==> config.mk <==
export PLATFORM = sky130hd
export DESIGN_NAME = uart_receiver_flat
export DESIGN_NICKNAME = d
export VERILOG_FILES = /design/src/rtl/uart_pkg.sv /design/src/rtl/uart_receiver_if.sv /design/src/rtl/uart_rx_sync.sv /design/src/rtl/uart_receiver.sv /design/src/flat_wrapper.sv
export SDC_FILE = /design/constraint.sdc
export NUM_CORES = 1
export LEC_CHECK = 0
export CORE_MARGIN = 10
export CORE_UTILIZATION = 35
export DETAILED_ROUTE_END_ITERATION = 12
export GPL_ROUTABILITY_DRIVEN = 0
export PLACE_DENSITY = 0.53
export SLEW_MARGIN = 20
export SYNTH_ARGS = -nofsm -noshare
export SYNTH_HDL_FRONTEND = slang
export SYNTH_SLANG_ARGS = --single-unit
==> constraint.sdc <==
create_clock -name iClk -period 2.6 [get_ports iClk]
set_input_delay 0.52 -clock iClk [delete_from_list [all_inputs] [get_ports iClk]]
set_output_delay 0.52 -clock iClk [all_outputs]
set_load 0.02 [all_outputs]
==> src/rtl/uart_pkg.sv <==
// Shared UART definitions: receiver state encoding, frame geometry and the
// odd-parity rule used by both receiver and transmitter.
package uart_pkg;

   localparam int unsigned OVERSAMPLE_DEFAULT = 16;
   localparam int unsigned DATA_BITS          = 8;

   typedef enum logic [2:0] {
      ST_IDLE,
      ST_START,
      ST_DATA,
      ST_PARITY,
      ST_STOP,
      ST_BREAK
   } uart_rx_state_e;

   // Odd parity: the parity bit makes the total count of ones odd.
   function automatic logic odd_parity(input logic [DATA_BITS-1:0] data);
      return ~^data;
   endfunction

endpackage

==> src/rtl/uart_receiver_if.sv <==
// Receiver-side signal bundle: oversample strobe, serial line and enable in,
// received byte, completion pulse, error flags and busy out.
interface uart_receiver_if;
   import uart_pkg::*;

   logic                 iTick;
   logic                 iRx;
   logic                 iEN;
   logic [DATA_BITS-1:0] odata;
   logic                 oValid;
   logic                 oParityErr;
   logic                 oFrameErr;
   logic                 oBusy;

   modport master (
      output iTick, iRx, iEN,
      input  odata, oValid, oParityErr, oFrameErr, oBusy
   );

   modport slave (
      input  iTick, iRx, iEN,
      output odata, oValid, oParityErr, oFrameErr, oBusy
   );

endinterface

==> src/rtl/uart_rx_sync.sv <==
// Two-flop synchronizer for the asynchronous serial line; resets to the idle
// (high) level so a reset never looks like a start edge.
module uart_rx_sync (
   input  logic iClk,
   input  logic iRst_n,
   input  logic iD,
   output logic oQ
);

   logic meta_q;
   logic sync_q;

   always_ff @(posedge iClk or negedge iRst_n) begin
      if (!iRst_n) begin
         meta_q <= 1'b1;
         sync_q <= 1'b1;
      end else begin
         meta_q <= iD;
         sync_q <= meta_q;
      end
   end

   assign oQ = sync_q;

endmodule

==> src/rtl/uart_receiver.sv <==
// Oversampling UART receiver: 8 data bits LSB first, odd parity, one stop bit,
// with break handling and registered result/flags.
module uart_receiver
   import uart_pkg::*;
#(
   parameter int unsigned OVERSAMPLE = OVERSAMPLE_DEFAULT,
   parameter int unsigned MID_SAMPLE = 7
) (
   input logic            iClk,
   input logic            iRst_n,
   uart_receiver_if.slave bus
);

   localparam int unsigned   CW       = $clog2(OVERSAMPLE);
   localparam logic [CW-1:0] CNT_MID  = CW'(MID_SAMPLE);
   localparam logic [CW-1:0] CNT_LAST = CW'(OVERSAMPLE - 1);
   localparam logic [2:0]    BIT_LAST = 3'(DATA_BITS - 1);

   uart_rx_state_e       state_q, state_d;
   logic [CW-1:0]        cnt_q, cnt_d;
   logic [2:0]           bit_q, bit_d;
   logic [DATA_BITS-1:0] shift_q, shift_d;
   logic [DATA_BITS-1:0] data_q, data_d;
   logic                 par_q, par_d;
   logic                 valid_q, valid_d;
   logic                 perr_q, perr_d;
   logic                 ferr_q, ferr_d;
   logic                 rx_s;
   logic                 cnt_last;

   uart_rx_sync u_rx_sync (
      .iClk   (iClk),
      .iRst_n (iRst_n),
      .iD     (bus.iRx),
      .oQ     (rx_s)
   );

   assign cnt_last = (cnt_q == CNT_LAST);

   always_ff @(posedge iClk or negedge iRst_n) begin
      if (!iRst_n) begin
         state_q <= ST_IDLE;
         cnt_q   <= '0;
         bit_q   <= '0;
         shift_q <= '0;
         data_q  <= '0;
         par_q   <= 1'b0;
         valid_q <= 1'b0;
         perr_q  <= 1'b0;
         ferr_q  <= 1'b0;
      end else begin
         state_q <= state_d;
         cnt_q   <= cnt_d;
         bit_q   <= bit_d;
         shift_q <= shift_d;
         data_q  <= data_d;
         par_q   <= par_d;
         valid_q <= valid_d;
         perr_q  <= perr_d;
         ferr_q  <= ferr_d;
      end
   end

   always_comb begin
      state_d = state_q;
      cnt_d   = cnt_q;
      bit_d   = bit_q;
      shift_d = shift_q;
      data_d  = data_q;
      par_d   = par_q;
      valid_d = 1'b0;
      perr_d  = perr_q;
      ferr_d  = ferr_q;

      if (bus.iTick) begin
         case (state_q)
            ST_IDLE: begin
               if (bus.iEN && !rx_s) begin
                  state_d = ST_START;
                  cnt_d   = '0;
                  bit_d   = '0;
               end
            end
            ST_START: begin
               if (cnt_q == CNT_MID) begin
                  state_d = rx_s ? ST_IDLE : ST_DATA;
                  cnt_d   = '0;
                  bit_d   = '0;
               end else begin
                  cnt_d = cnt_q + 1'b1;
               end
            end
            ST_DATA: begin
               if (cnt_last) begin
                  shift_d[bit_q] = rx_s;
                  cnt_d          = '0;
                  bit_d          = bit_q + 1'b1;
                  if (bit_q == BIT_LAST) begin
                     state_d = ST_PARITY;
                     bit_d   = '0;
                  end
               end else begin
                  cnt_d = cnt_q + 1'b1;
               end
            end
            ST_PARITY: begin
               if (cnt_last) begin
                  par_d   = rx_s;
                  cnt_d   = '0;
                  state_d = ST_STOP;
               end else begin
                  cnt_d = cnt_q + 1'b1;
               end
            end
            ST_STOP: begin
               // Result and flags are registered here so they appear with oValid.
               if (cnt_last) begin
                  data_d  = shift_q;
                  valid_d = 1'b1;
                  perr_d  = (par_q != odd_parity(shift_q));
                  ferr_d  = !rx_s;
                  cnt_d   = '0;
                  state_d = rx_s ? ST_IDLE : ST_BREAK;
               end else begin
                  cnt_d = cnt_q + 1'b1;
               end
            end
            ST_BREAK: begin
               if (rx_s) begin
                  state_d = ST_IDLE;
                  cnt_d   = '0;
               end
            end
            default: begin
               state_d = ST_IDLE;
               cnt_d   = '0;
               bit_d   = '0;
            end
         endcase
      end
   end

   assign bus.odata      = data_q;
   assign bus.oValid     = valid_q;
   assign bus.oParityErr = perr_q;
   assign bus.oFrameErr  = ferr_q;
   assign bus.oBusy      = (state_q != ST_IDLE);

endmodule

==> src/flat_wrapper.sv <==
// flat-port wrapper written by rule: the top's interface ports become plain ports
module uart_receiver_flat import uart_pkg::*;
#(
   parameter int unsigned OVERSAMPLE = OVERSAMPLE_DEFAULT,
   parameter int unsigned MID_SAMPLE = 7
)
  (iClk, iRst_n, bus_iTick, bus_iRx, bus_iEN, bus_odata, bus_oValid, bus_oParityErr, bus_oFrameErr, bus_oBusy);
  uart_receiver_if bus_i ();
  input logic iClk;
  input logic iRst_n;
  input wire logic [$bits(bus_i.iTick)-1:0] bus_iTick;
  input wire logic [$bits(bus_i.iRx)-1:0] bus_iRx;
  input wire logic [$bits(bus_i.iEN)-1:0] bus_iEN;
  output wire logic [$bits(bus_i.odata)-1:0] bus_odata;
  output wire logic [$bits(bus_i.oValid)-1:0] bus_oValid;
  output wire logic [$bits(bus_i.oParityErr)-1:0] bus_oParityErr;
  output wire logic [$bits(bus_i.oFrameErr)-1:0] bus_oFrameErr;
  output wire logic [$bits(bus_i.oBusy)-1:0] bus_oBusy;
  assign bus_i.iTick = bus_iTick;
  assign bus_i.iRx = bus_iRx;
  assign bus_i.iEN = bus_iEN;
  assign bus_odata = bus_i.odata;
  assign bus_oValid = bus_i.oValid;
  assign bus_oParityErr = bus_i.oParityErr;
  assign bus_oFrameErr = bus_i.oFrameErr;
  assign bus_oBusy = bus_i.oBusy;
  uart_receiver #(.OVERSAMPLE(OVERSAMPLE), .MID_SAMPLE(MID_SAMPLE)) u_core (.iClk(iClk), .iRst_n(iRst_n), .bus(bus_i));
endmodule
Word-level counts from Yosys, hierarchy flattened
Index checks and enable logic that the tools add are counted.
W data, S select, Z words.
Storage, ports and cells
  flip-flop bits (word level): 32
  latch bits: 0
  RAM bits: 0
  memory bits (read-only): 0
  bits of input ports: 5
  output and inout bits: 12
  logic and storage cells: 72
  memories: 0
Operators by class
  $add $sub $neg: 2
  $mul: 0
  div/mod/pow operators: 0
  order comparisons: 2
  equality and inequality tests: 16
  shifts and indexed selects: 0
  muxes and demuxes: 26
  bitwise logic cells: 1
  reduce and logical (&&, ||, !) cells: 14
Operators with widths (number)
  $mux W3: 12
  $pmux W3 S6: 1
  $mux W4: 4
  $pmux W4 S4: 1
  $ne A2 B1 Y1 const B: 6
  $pmux W3 S4: 1
  $reduce_and A3 Y1: 4
  $eq A3 B3 Y1 const B: 3
  $bwmux W8: 1
  $reduce_and A8 Y1: 1
  $reduce_xnor A8 Y1: 1
  $eq A3 B2 Y1 const B: 2
  $reduce_or A3 Y1: 2
  $reduce_and A5 Y1: 1
  $add A4 B1 Y4 const B: 1
  $eq A4 B3 Y1 const B: 1
  $eq A4 B4 Y1 const B: 1
  $lt A3 B4 Y1 const B: 1
  $mux W1: 4
  $add A3 B1 Y3 const B: 1
  $demux W1 S3: 1
  $eq A3 B1 Y1 const B: 1
  $ge A3 B1 Y1 const B: 1
  $logic_not A3 Y1: 1
  7 further kinds: 8

Depth between registers and ports, before layout
Gate-level depths: netlist of run 1.
  depth in word-level cells: 5
  mapped depth: 7
  gate-level depth less buffers: 6

By module
A second synthesis of run 1 with hierarchy kept.
Second synthesis, totals
  cell total of the unflattened synthesis: 142
  area total of the unflattened synthesis: 1661.6 sq um
Modules (own cells, without submodules)
  uart_receiver: instances 1, cells each 140, area each 1609.0 sq um, seq. area each 750.7 sq um
  uart_rx_sync: instances 1, cells each 2, area each 52.6 sq um, seq. area each 52.6 sq um

Worst setup path before layout of run 1
No wires, ideal clock.
  kind: register -> register
  from: register u_core.cnt_q[0]
  to: register u_core.state_q[0]
  library setup time: 0.125 ns
  data arrival time: 1.730 ns
  slack: 0.745 ns
  cell stages (with the launch flop): 7
  period minus slack after synthesis: 1.855 ns
  cell sequence: dfrtp_1 ha_1 and3_1 o22a_1 nor2_1 or4_4 mux2_4
Between the ends
  word-level cells in the longest chain between the ends: 3
Ends and longest elaborated chain
  start, declared: RTL line uart_receiver.sv:20  | logic [CW-1:0] cnt_q, cnt_d;
  start signal, assigned: RTL line uart_receiver.sv:53  | cnt_q <= cnt_d;
  $eq A4 B4 Y1 or $eq A4 B3 Y1 (tied branches): RTL line uart_receiver.sv:38, uart_receiver.sv:85
  $ne A2 B1 Y1 (no line)
  $reduce_and A8 Y1 (no line) *
  end signal, assigned: RTL line uart_receiver.sv:52  | state_q <= state_d;
  end, declared: RTL line uart_receiver.sv:19  | uart_rx_state_e state_q, state_d;
Every way passes the cells marked *; elsewhere a longest branch is shown, timed or not.
A chain may end at the register's enable or synchronous reset.

Worst setup path in the final report of run 1
  from: register u_core.state_q[2]
  to: output bus_oBusy
Between the ends
  word-level cells in the longest chain between the ends: 1
Ends and longest elaborated chain
  $reduce_bool A3 Y1: RTL line uart_receiver.sv:147  | assign bus.oBusy = (state_q != ST_IDLE);
  end, declared: RTL line flat_wrapper.sv:18  | output wire logic [$bits(bus_i.oBusy)-1:0] bus_oBusy;
No other way between the ends.

==> results of run 1 <==
## per-stage QoR
stage | cells | utilization (%)
CTS | 218 | 43.3
finish | 218 | 43.3
detailed placement | 210 | 41.4
global placement | 210 | 41.4
floorplan | 145 | -
global route | 218 | 43.3
## area by class of cell
| class | instances | area (um2) |
|---|---|---|
| multi-input combinational | 100 | 764 |
| clock inverter | 1 | 5.00 |
| tap | 52 | 65.1 |
| clock buffer | 7 | 76.3 |
| inverter | 7 | 26.3 |
| timing repair buffer | 19 | 183 |
| sequential | 32 | 803 |
| fill | 424 | 2520 |
## placed cells by master, fill, tap and decap left out, drive strengths merged, types with 2 or more instances in the layout
cell type / instances
xor2: 2
a211o: 2
nand2: 9
a21oi: 3
inv: 7
nor2: 12
or3: 3
clkbuf: 7
nand2b: 4
xnor2: 7
and3: 2
nor3: 5
o21ai: 5
dfrtp: 30
buf: 3
clkdlybuf4s50: 16
ha: 3
mux2: 20
or2: 3
nand3: 3
dfstp: 2
## registers in the layout (all words and copies together) (netlist names)
name and count:
u_core.bus.odata 8, u_core.shift_q 8, u_core.cnt_q 4, u_core.bit_q 3, u_core.state_q 3, u_core.bus.oFrameErr 1
u_core.bus.oParityErr 1, u_core.bus.oValid 1, u_core.par_q 1, u_core.u_rx_sync.meta_q 1, u_core.u_rx_sync.oQ 1
## layer usage
layer  part of all wire [%]  up-vias  track usage (%)
met3                    6.4        5             3.68
met4                    1.2        0             3.08
met1                     47      554             11.2
li1                       -      550                -
met5                      0        -                0
met2                     45       20             13.7
## path summary, 6_finish.rpt
kind	end	slack, ns	cells past startpoint
setup / recovery	bus_oBusy	0.37	2
hold / removal	u_core.u_rx_sync.oQ	0.36	0
setup reg to reg	u_core.state_q[2]	0.58	6
hold reg to reg	u_core.u_rx_sync.oQ	0.36	0
max in group asynchronous	u_core.u_rx_sync.meta_q	1.62	2
min in group asynchronous	u_core.state_q[0]	0.64	2
## worst max-delay path, stage by stage (launching register included)
cell and delay, ns:
sky130_fd_sc_hd__dfrtp_1 0.53, sky130_fd_sc_hd__or3_1 0.36, sky130_fd_sc_hd__clkdlybuf4s50_1 0.54
## power groups by stage
stage,Combinational (mW),Sequential (mW),Clock (mW)
floorplan,0.402,0.607,0
global placement,0.437,0.658,0
detailed placement,0.448,0.658,0
CTS,0.450,0.650,0.377
global route,0.500,0.668,0.404
finish,0.446,0.651,0.364
## logic make-up (layout without fill, tap and decap cells)
| family | count (synthesis) | count (layout) | share of synthesized area (%) |
|---|---|---|---|
| compound gates | 20 | 20 | 9.43 |
| xor+xnor | 9 | 9 | 4.83 |
| fa+ha+maj | 3 | 3 | 2.30 |
| buf+inv | 13 | 34 | 3.91 |
| flops | 32 | 32 | 49.2 |
| mux | 21 | 21 | 14.6 |
| simple gates | 47 | 47 | 15.6 |
==> impl.org, run 1 <==
** Worst setup path
- The worst setup path is captured at an output pin.
- The startpoint identified for the worst register-to-register timing path is u_core.cnt_q[0].
- Tracing the worst setup path back leads to its startpoint at u_core.state_q[2].
- Startpoint type of the worst setup path :: flip-flop
- Arrival time of the worst setup path :: 1.71 ns
- For the worst setup path, the data required time is 2.08 ns.
- Path type of the worst setup path :: reg -> out
- Of all nets on the critical path, the largest fanout is 14.

** GRT
- Pin count of the biggest net entering global routing :: 33
- The initial antenna violation count is 0.
- Remaining global-route overflow :: 0
- Wire length of the first global-routing pass :: 5500 um
- Global routing used 8.97% of the available tracks.
- The via count of the first global-routing pass came to 1,156.

** Routing
- Remaining routing DRC violations :: 0
- The detail route stage leaves a number of antenna-violating nets equal to 0.
- The detailed router finished its first iteration with 57 violations.
- Wirelength, routed :: 3030 um
- The final route contains 1,129 vias.
- Routed wire per std cell :: 13.9 um
- The first TritonRoute pass finished after 4 iterations.
- After detailed routing, the number of vias per cell comes to 5.18.

** STA
- Setup repair after global routing left no endpoint under its margin.
- Fmax achieved :: 448 MHz
- The worst path meets setup with 0.366 ns of slack.
- Worst hold slack across all endpoints :: 0.356 ns
- Dividing the final minimum period by the clock period gives 85.9%.
- Setup violations remaining at the end of the flow were counted as 0.
- Final number of hold-violating endpoints :: 0
- Headroom to the max-slew limit came out at 70.8%.
- The final count of pins violating max slew was 0.
- For the final database, setup skew stands at 0.00850 ns.
- Minimum clock period :: 2.23 ns
- For the pin with the worst max-slew slack, the measured transition is 0.435 ns.
- After routing, the total negative slack on setup checks comes to 0 ns.

** Clock tree
- Buffers inserted during post-CTS setup optimization :: 0
- Cts hold-fix bufs :: 0
- Clock tree from TritonCTS :: done
- In this run, post-CTS repair resized a total of 0 instances.
- Clock-pin slew on the worst setup and hold paths :: 0.07 ns
- In this run the deepest clock path goes through 2 buffers.
- Cell chosen for the clock root :: sky130_fd_sc_hd__clkbuf_8
- Clock network latency to the later pin of the worst-skew pair :: 0.28 ns
- The H-tree was split into 2 levels.
- Count of clock tree sinks :: 32
- Number of buffers inserted during clock tree synthesis :: 5

** Pwr
- Per report_power, the combinational group accounts for 30.5% of the total.
- Of the total power, registers draw 44.6%.
- Leakage power :: 0.908 nW
- Of the total power, the share spent switching nets is 33.8%.
- Cell internal power was estimated by the tool at 0.967 mW.
- Power density normalized to cell area :: 760 nW/um2
- VDD sags by at most 0.358 mV.
- Summed over all nets, the switching power comes to 0.494 mW.
- Of the total power, the clock network draws 24.9%.
- After layout, the design draws a total of 1.46 mW.

** Finish
- In the final layout, the share of cells above drive strength 1 is 24.1%.
- Count of nets after finishing :: 173
- 0 antenna diodes ended up in the layout.
- Area growth from synthesis to final layout :: 17.9%
- Post-Layout Inst Area :: 1920 um2

** Run status
- Outcome :: complete, no violations

** Synthesis
- The number of different library cells used by synthesis comes to 43.
- Summing every instance area after synthesis gives 1630 um2.
- EDFF count, synth :: 0
- Dividing the synthesized area by the synthesized cell count gives 11.3 um2.
- In the post-synthesis netlist, the cell with the most instances is sky130_fd_sc_hd__dfrtp_1.
- Area share of the largest cell type after synthesis :: 46.0%
- Cell type with the highest aggregate area in the netlist :: sky130_fd_sc_hd__dfrtp_1
- Area contributors post-synth :: sky130_fd_sc_hd__dfrtp_1 (46%), sky130_fd_sc_hd__mux2_2 (13%), sky130_fd_sc_hd__xnor2_1 (3.8%)
- Dominant register cell in the synthesized netlist :: sky130_fd_sc_hd__dfrtp_1
- Seq cells post-synth :: 32
- Count of yosys warnings during synthesis :: 0
- Asr flop ratio synth :: 100%
- Mapped Nets :: 153
- Sequential area share after synthesis :: 49.2%
- The commonest cells after synthesis are sky130_fd_sc_hd__dfrtp_1 (30), sky130_fd_sc_hd__mux2_2 (19), sky130_fd_sc_hd__nor2_1 (12).
- In the synthesized netlist, the number of instances is 145.

** Place
- The placed instances occupy a cell area of 1840 um2.
- HPWL reported at the end of detailed placement :: 2190 um
- In this run the tool buffered the top-level ports with 16 buffer cells.
- Before CTS, the worst setup slack after placement is 0.194 ns.

** Min path
- Worst hold start :: u_core.u_rx_sync.meta_q
- Type of the tightest min-delay check :: reg -> reg

** Floorplan
- The floorplan has 24 rows.
- The die is 88.3 um wide.
- Core area :: 4440 um2
- Die Span Y :: 88.3 um
- Die area :: 7790 um2
- During I/O placement, the number of pins put on the boundary was 17.
- The initial utilization of the core area, before any placement, comes to 36.7%.

** Run
- Max Cap Viol :: 0
(Power assumes the default switching activity.)
==> run 2: changes to the inputs <==
--- a/config.mk
+++ b/config.mk
@@ -6,11 +6,13 @@
 export NUM_CORES = 1
 export LEC_CHECK = 0
 export CORE_MARGIN = 10
-export CORE_UTILIZATION = 35
+export CORE_UTILIZATION = 55
+export CTS_CLUSTER_DIAMETER = 100
 export DETAILED_ROUTE_END_ITERATION = 12
 export GPL_ROUTABILITY_DRIVEN = 0
-export PLACE_DENSITY = 0.53
+export PLACE_DENSITY = 0.77
 export SLEW_MARGIN = 20
 export SYNTH_ARGS = -nofsm -noshare
 export SYNTH_HDL_FRONTEND = slang
 export SYNTH_SLANG_ARGS = --single-unit
+export TNS_END_PERCENT = 30
==> impl.org, run 2 (synthesized netlist as in run 1, its figures left out) <==
** Run status
- The run finished with clean final reports.

** GRT
- Remaining global-route overflow :: 0
- In the global route stage, overall resource usage came out at 11.5%.
- Antenna violations before repair :: 0
- The first global-routing pass estimated 5130 um of wire.
- Pin count of the biggest net entering global routing :: 33
- Vias in the first global route :: 1,129

** Pwr
- For this design the static power due to leakage is 0.903 nW.
- In this run, the combinational gates consume 30.9% of the power.
- Switching share of power :: 32.6%
- Summed over all nets, the switching power comes to 0.475 mW.
- Total chip power :: 1.46 mW
- Sequential cell fraction of total power :: 44.6%
- VDD sags by at most 0.497 mV.
- The internal power of the cells totals 0.981 mW.
- For this design the ratio of total power to cell area is 773 nW/um2.
- Clock network fraction of design power :: 24.6%

** Floorplan
- Number of I/O pins :: 17
- The total area inside the core boundary comes to 2810 um2.
- Die Span Y :: 74.5 um
- Initial standard-cell utilization of the core :: 58.2%
- Width of the chip :: 74.5 um
- The die covers 5550 um2.
- Standard-cell rows :: 19

** Routing
- The routed design has 2940 um of wire.
- Once detail routing completed, the nets flagged for antenna violations numbered 0.
- Via total after detailed routing :: 1,087
- In the final routed layout, each cell accounts on average for 15.0 um.
- For this run, the detailed router's first-pass iteration total came to 4.
- Vias per inst :: 5.55
- Remaining routing DRC violations :: 0
- After the first detailed-routing iteration, the DRC count stood at 81.

** Clock tree
- Clock tree from TritonCTS :: done
- For the worst-skew pair, the clock arrives at the later sink with an insertion delay of 0.31 ns.
- Counting along the longest clock path gives a buffer depth of 2.
- Cts hold-fix bufs :: 0
- Cell chosen for the clock root :: sky130_fd_sc_hd__clkbuf_4
- In this run, CTS created clock tree buffers numbering 5.
- Buffers inserted during post-CTS setup optimization :: 0
- Number of gates given a new drive strength after cts :: 0
- Clock-pin slew was measured on the worst setup and hold paths at 0.10 ns.
- The clock tree synthesis step divided the H-tree into 2 levels.
- CTS saw 32 sinks.

** Place
- HPWL reported at the end of detailed placement :: 2230 um
- Prior to clock tree synthesis, the placed netlist has a worst setup slack of 0.207 ns.
- Number of port buffers :: 16
- In this run, placement finished with an instance count of 188.
- After detailed placement, the total cell area comes to 1810 um2.

** Finish
- Diodes inserted :: 0
- Layout cell share with drive strength beyond 1 :: 24.2%
- Count of nets after finishing :: 172
- Post-Layout Inst Area :: 1880 um2
- Summing all flip-flop and latch instances after layout gives 803 um2.
- Fill count :: 226
- Most frequent cells in the layout :: sky130_fd_sc_hd__dfrtp_1 (30), sky130_fd_sc_hd__mux2_2 (19), sky130_fd_sc_hd__clkdlybuf4s50_1 (16)
- The library cell used most frequently in the layout, excluding fill and tap cells, is sky130_fd_sc_hd__dfrtp_1.
- Total area of multi-input combinational cells :: 764 um2
- The area growth from synthesis to layout is 15.5%.
- Once layout is complete, the utilization of the core stands at 67.2%.
- Number of cells in the finished layout apart from fillers :: 196

** STA
- The final count of pins violating max slew was 0.
- For the final database, setup skew stands at 0.00787 ns.
- The clock period could shrink to 2.27 ns.
- Unrepaired setup endpoints after global routing :: no
- The number of hold violations in the final report was 0.
- In the finished design, the share of the clock period the worst path needs comes to 87.3%.
- Headroom to the max-slew limit came out at 68.3%.
- Setup violations remaining at the end of the flow were counted as 0.
- Setup ws final :: 0.329 ns
- For the final routed database, the setup TNS stands at 0 ns.
- Final hold analysis gives a worst-case slack of 0.368 ns.
- At the pin with the least slew margin, the transition time is 0.472 ns.
- Fmax achieved :: 440 MHz

** Worst setup path
- By startpoint and endpoint, the worst setup path is classified as reg -> out.
- STA puts the critical path data arrival time at 1.75 ns.
- Biggest fanout along the worst timing path :: 11
- STA classifies the critical path startpoint as a flip-flop.
- Crit Reg-Reg Startpoint :: u_core.cnt_q[0]
- At the worst endpoint, the required time is 2.08 ns.
- In this run the critical register-to-register path is captured at u_core.state_q[0].
- Counting cells, the worst reg-to-reg path comes to 6.
- Setup slack on the worst reg-to-reg path comes out at 0.59 ns.
- STA classifies the critical path endpoint as an output pin.

** Min path
- Endpoint with the worst hold slack :: u_core.u_rx_sync.oQ
- Type of the tightest min-delay check :: reg -> reg
- The worst hold path begins at u_core.u_rx_sync.meta_q.
- The worst hold path passes through 0 cells.

** Run
- Max Cap Viol :: 0
==> run 2: cell count changes in the layout (fill, tap and decap cells not counted) <==
cell | before | now
sky130_fd_sc_hd__clkbuf_1 | 2 | 1
sky130_fd_sc_hd__clkbuf_8 | 5 | 0
sky130_fd_sc_hd__clkbuf_4 | 0 | 5
sky130_fd_sc_hd__bufinv_16 | 0 | 1
sky130_fd_sc_hd__buf_4 | 3 | 2
==> run 2: worst max-delay path: stages, from the launching register on <==
cell and delay, ns:
sky130_fd_sc_hd__dfrtp_1 0.50, sky130_fd_sc_hd__or3_1 0.40, sky130_fd_sc_hd__clkdlybuf4s50_1 0.54
==> run 2: final cells by class <==
type | instances | share of cell area (%)
Clock buffer | 6 | 2.19
Clock inverter | 2 | 1.86
Timing Repair Buffer | 18 | 9.30
Sequential cell | 32 | 42.6
Tap cell | 31 | 2.06
Multi-Input combinational cell | 100 | 40.6
Inverter | 7 | 1.39
==> run 2: worst max-delay path by stage <==
stage | startpoint | to | slack, ns | cells after the start
2_1_floorplan | u_core.cnt_q[0] | u_core.state_q[0] | 0.74 | 6
3_3_place_gp | bus_iTick | u_core.shift_q[0] | 0.26 | 5
3_5_place_dp | bus_iTick | u_core.shift_q[4] | 0.21 | 5
4_1_cts | u_core.state_q[1] | bus_oBusy | 0.32 | 2
5_1_grt | u_core.state_q[2] | bus_oBusy | 0.26 | 2
6_report | u_core.state_q[1] | bus_oBusy | 0.33 | 2
==> run 2: routing by layer <==
metal | track usage (%) | part of all wire, %
met4 | 1.89 | 0.34
met5 | 0 | 0
met3 | 3.99 | 4.6
met2 | 19.3 | 49
met1 | 14.3 | 46
==> run 2: power by group through the flow <==
stage,logic (mW),clock network (mW),registers (mW)
global placement,0.429,0,0.654
detailed placement,0.450,0,0.658
CTS,0.452,0.369,0.647
floorplan,0.402,0,0.607
global route,0.506,0.387,0.665
finish,0.449,0.358,0.649
==> run 3: changes to the inputs <==
--- a/config.mk
+++ b/config.mk
@@ -5,7 +5,7 @@
 export SDC_FILE = /design/constraint.sdc
 export NUM_CORES = 1
 export LEC_CHECK = 0
-export CORE_MARGIN = 10
+export CORE_MARGIN = 2
 export CORE_UTILIZATION = 55
 export CTS_CLUSTER_DIAMETER = 100
 export DETAILED_ROUTE_END_ITERATION = 12
==> constraint.sdc (replaced) <==
create_clock -name iClk -period 2.55 [get_ports iClk]
set_input_delay 0.51 -clock iClk [delete_from_list [all_inputs] [get_ports iClk]]
set_output_delay 0.51 -clock iClk [all_outputs]
set_load 0.02 [all_outputs]
==> impl.org, run 3 (synthesized netlist as in run 1, its figures left out) <==
** Run status
- Outcome :: complete, no violations

** Routing
- After detailed routing, the total wire length is 2860 um.
- Number of nets with antenna violations after routing :: 0
- Dividing the detail-routed wire length by the instance count gives 14.6 um.
- Via total after detailed routing :: 1,114
- The first detailed-routing pass took 4 iterations.
- Vias per inst :: 5.68
- In this run, the number of DRC markers left after iteration 0 of detailed routing was 36.
- Remaining routing DRC violations :: 0

** Finish
- The layout has 219 filler cells.
- Leaving out fill and tap cells, the most frequent cells in the layout are sky130_fd_sc_hd__dfrtp_1 (30), sky130_fd_sc_hd__mux2_2 (19), sky130_fd_sc_hd__clkdlybuf4s50_1 (16).
- Area growth from synthesis to final layout :: 14.6%
- Count of nets after finishing :: 172
- Leaving out fill and tap cells, the most frequent cell in the layout is sky130_fd_sc_hd__dfrtp_1.
- The post-route netlist has 24.2% of its cells at a drive strength greater than 1.
- Measured on the finished design, the core utilization comes to 67.3%.
- Number of cells in the finished layout apart from fillers :: 196
- The repair_antennas step left the layout with diodes totalling 0.

** GRT
- Antenna violations before repair :: 0
- The via count of the first global-routing pass came to 1,172.
- Entering global routing, the biggest net connects 33 pins.
- The first global-routing pass estimated 5150 um of wire.
- Remaining global-route overflow :: 0
- Global-route total usage across every layer :: 20.3%

** Pwr
- Leakage power :: 0.892 nW
- The analysis attributes to net switching a power of 0.488 mW.
- Internal power :: 0.929 mW
- Total chip power :: 1.42 mW
- Power spread over the standard cell area amounts to 758 nW/um2.
- Sequential cells burn 46.9% of the power.
- Proportion of power drawn by combinational gates :: 31.5%
- In this run switching power makes up 34.5% of total power.
- IR analysis of the VDD net gives a maximum drop of 0.793 mV.
- The clock network burns 21.6% of the power.

** Clock tree
- Hold repair after CTS inserted 0 buffers.
- The clock passes through at most 2 buffers.
- Count of clock tree sinks :: 32
- After clock tree synthesis, the clock-pin slew on the worst setup and hold paths is 0.10 ns.
- TritonCTS built the clock tree.
- At the later pin of the worst-skew pair, clock insertion delay measures 0.33 ns.
- The H-tree was split into 2 levels.
- Number of buffers inserted during clock tree synthesis :: 5
- Once the clock tree was built, the setup fixing pass inserted 0 buffers.
- The tree is rooted in a sky130_fd_sc_hd__clkbuf_4.
- In this run, post-CTS repair resized a total of 0 instances.

** STA
- Between clock sinks in the finished design, the worst skew comes to 0.00834 ns.
- Summed over all failing endpoints, the final setup total negative slack is 0 ns.
- Minimum clock period :: 2.29 ns
- At the pin with the least slew margin, the transition time is 0.466 ns.
- Fin. max-slew vios :: 0
- Setup violations remaining at the end of the flow were counted as 0.
- Setup ws final :: 0.256 ns
- Final critical-path share of the clock period :: 90.0%
- Fmax achieved :: 436 MHz
- Setup repair after global routing left no endpoint under its margin.
- The number of hold violations in the final report is 0.
- The worst pin sits at a relative slew slack of 68.7%.

** Worst setup path
- STA classifies the critical path startpoint as a flip-flop.
- Path type of the worst setup path :: reg -> out
- Along the worst path, the maximum fanout reaches 14.
- STA classifies the critical path endpoint as an output pin.
- Delay of the slowest critical-path stage :: 0.55 ns
- Worst path required time :: 2.04 ns
- Cell with the biggest individual delay on the critical path :: sky130_fd_sc_hd__dfrtp_1
- Buffer and inverter count on the worst path :: 1
- Walking the worst path, the cells encountered are or3_1 -> clkdlybuf4s50_1.
- Data arrives at the worst endpoint at 1.78 ns.
- CP delay by family, top :: flip-flops

** Place
- Number of placed instances with taps included :: 188
- Summed over all nets, the half-perimeter wirelength after detailed placement is 2040 um.
- Timing analysis after detailed placement gives a worst setup slack of 0.186 ns.
- Buffers placed on the I/O ports in this run total 16.

** Floorplan
- 17 I/O pins were placed.
- Die Span Y :: 58.5 um
- Standard-cell rows :: 19
- Die area :: 3420 um2
- After floorplanning, the core was sized to cover 2780 um2.
- The initial utilization of the core area, before any placement, comes to 58.7%.
- Width of the chip :: 58.5 um

** Run
- Max Cap Viol :: 0

** Min path
- Type of the tightest min-delay check :: reg -> reg
[run 3: changes by cell type in the layout (fill, tap and decap cells not counted), sizes merged]
| cell | change |
|---|---|
| clkbuf | +1 |
| clkinvlp | +1 |
| bufinv | -1 |
| clkinv | -1 |
[run 3: stage by stage]
| step | hold WS [ns] | cell area, um2 |
|---|---|---|
| final | 0.361 | 1870 |
| after global routing | 0.370 | 1870 |
| after CTS | 0.363 | 1870 |
| after detailed placement | 0.349 | 1810 |
| after global placement | 0.349 | 1810 |
| after floorplan | 0.214 | 1630 |
[run 3: final timing paths]
path	from	slack, ns	depth (start not counted)	endpoint
min in group asynchronous	iRst_n	0.55	2	u_core.state_q[1]
setup reg to reg	u_core.cnt_q[0]	0.54	6	u_core.state_q[0]
hold reg to reg	u_core.u_rx_sync.meta_q	0.36	0	u_core.u_rx_sync.oQ
setup / recovery	u_core.state_q[2]	0.26	2	bus_oBusy
hold / removal	u_core.u_rx_sync.meta_q	0.36	0	u_core.u_rx_sync.oQ
max in group asynchronous	iRst_n	1.66	2	u_core.u_rx_sync.meta_q
[run 3: area by class of cell]
| type | instances | area, um2 | share of cell area [%] |
|---|---|---|---|
| clock buffer | 7 | 55.1 | 2.94 |
| clock inverter | 1 | 7.51 | 0.401 |
| inverter | 7 | 26.3 | 1.40 |
| multi-input combinational | 100 | 764 | 40.9 |
| sequential | 32 | 803 | 42.9 |
| tap | 31 | 38.8 | 2.07 |
| timing repair buffer | 18 | 175 | 9.36 |
[run 3: worst register-to-register path: cells and delay by family, from the launching register on]
kind / cells / cell delay, ns
AO/OA/AOI/OAI: 1 / 0.17
adder cells (fa/ha/maj): 1 / 0.24
flip-flops: 1 / 0.40
multiplexers: 1 / 0.31
AND/OR/NAND/NOR: 3 / 0.81
[run 3: power groups by stage]
stage	registers (mW)	logic [mW]	clock network (mW)
2_1_floorplan	0.619	0.410	0
3_3_place_gp	0.667	0.433	0
3_5_place_dp	0.672	0.447	0
4_1_cts	0.662	0.448	0.317
5_1_grt	0.677	0.503	0.343
6_report	0.665	0.446	0.306
[run 3: routing by layer]
layer,up-vias,global-route usage [%],routed length [um],part of all wire (%)
met1,530,26.7,1360,48
met3,5,4.62,147,5.1
met4,0,11.0,46,1.6
met5,-,0,0,0
met2,30,31.1,1300,46
li1,549,-,-,-
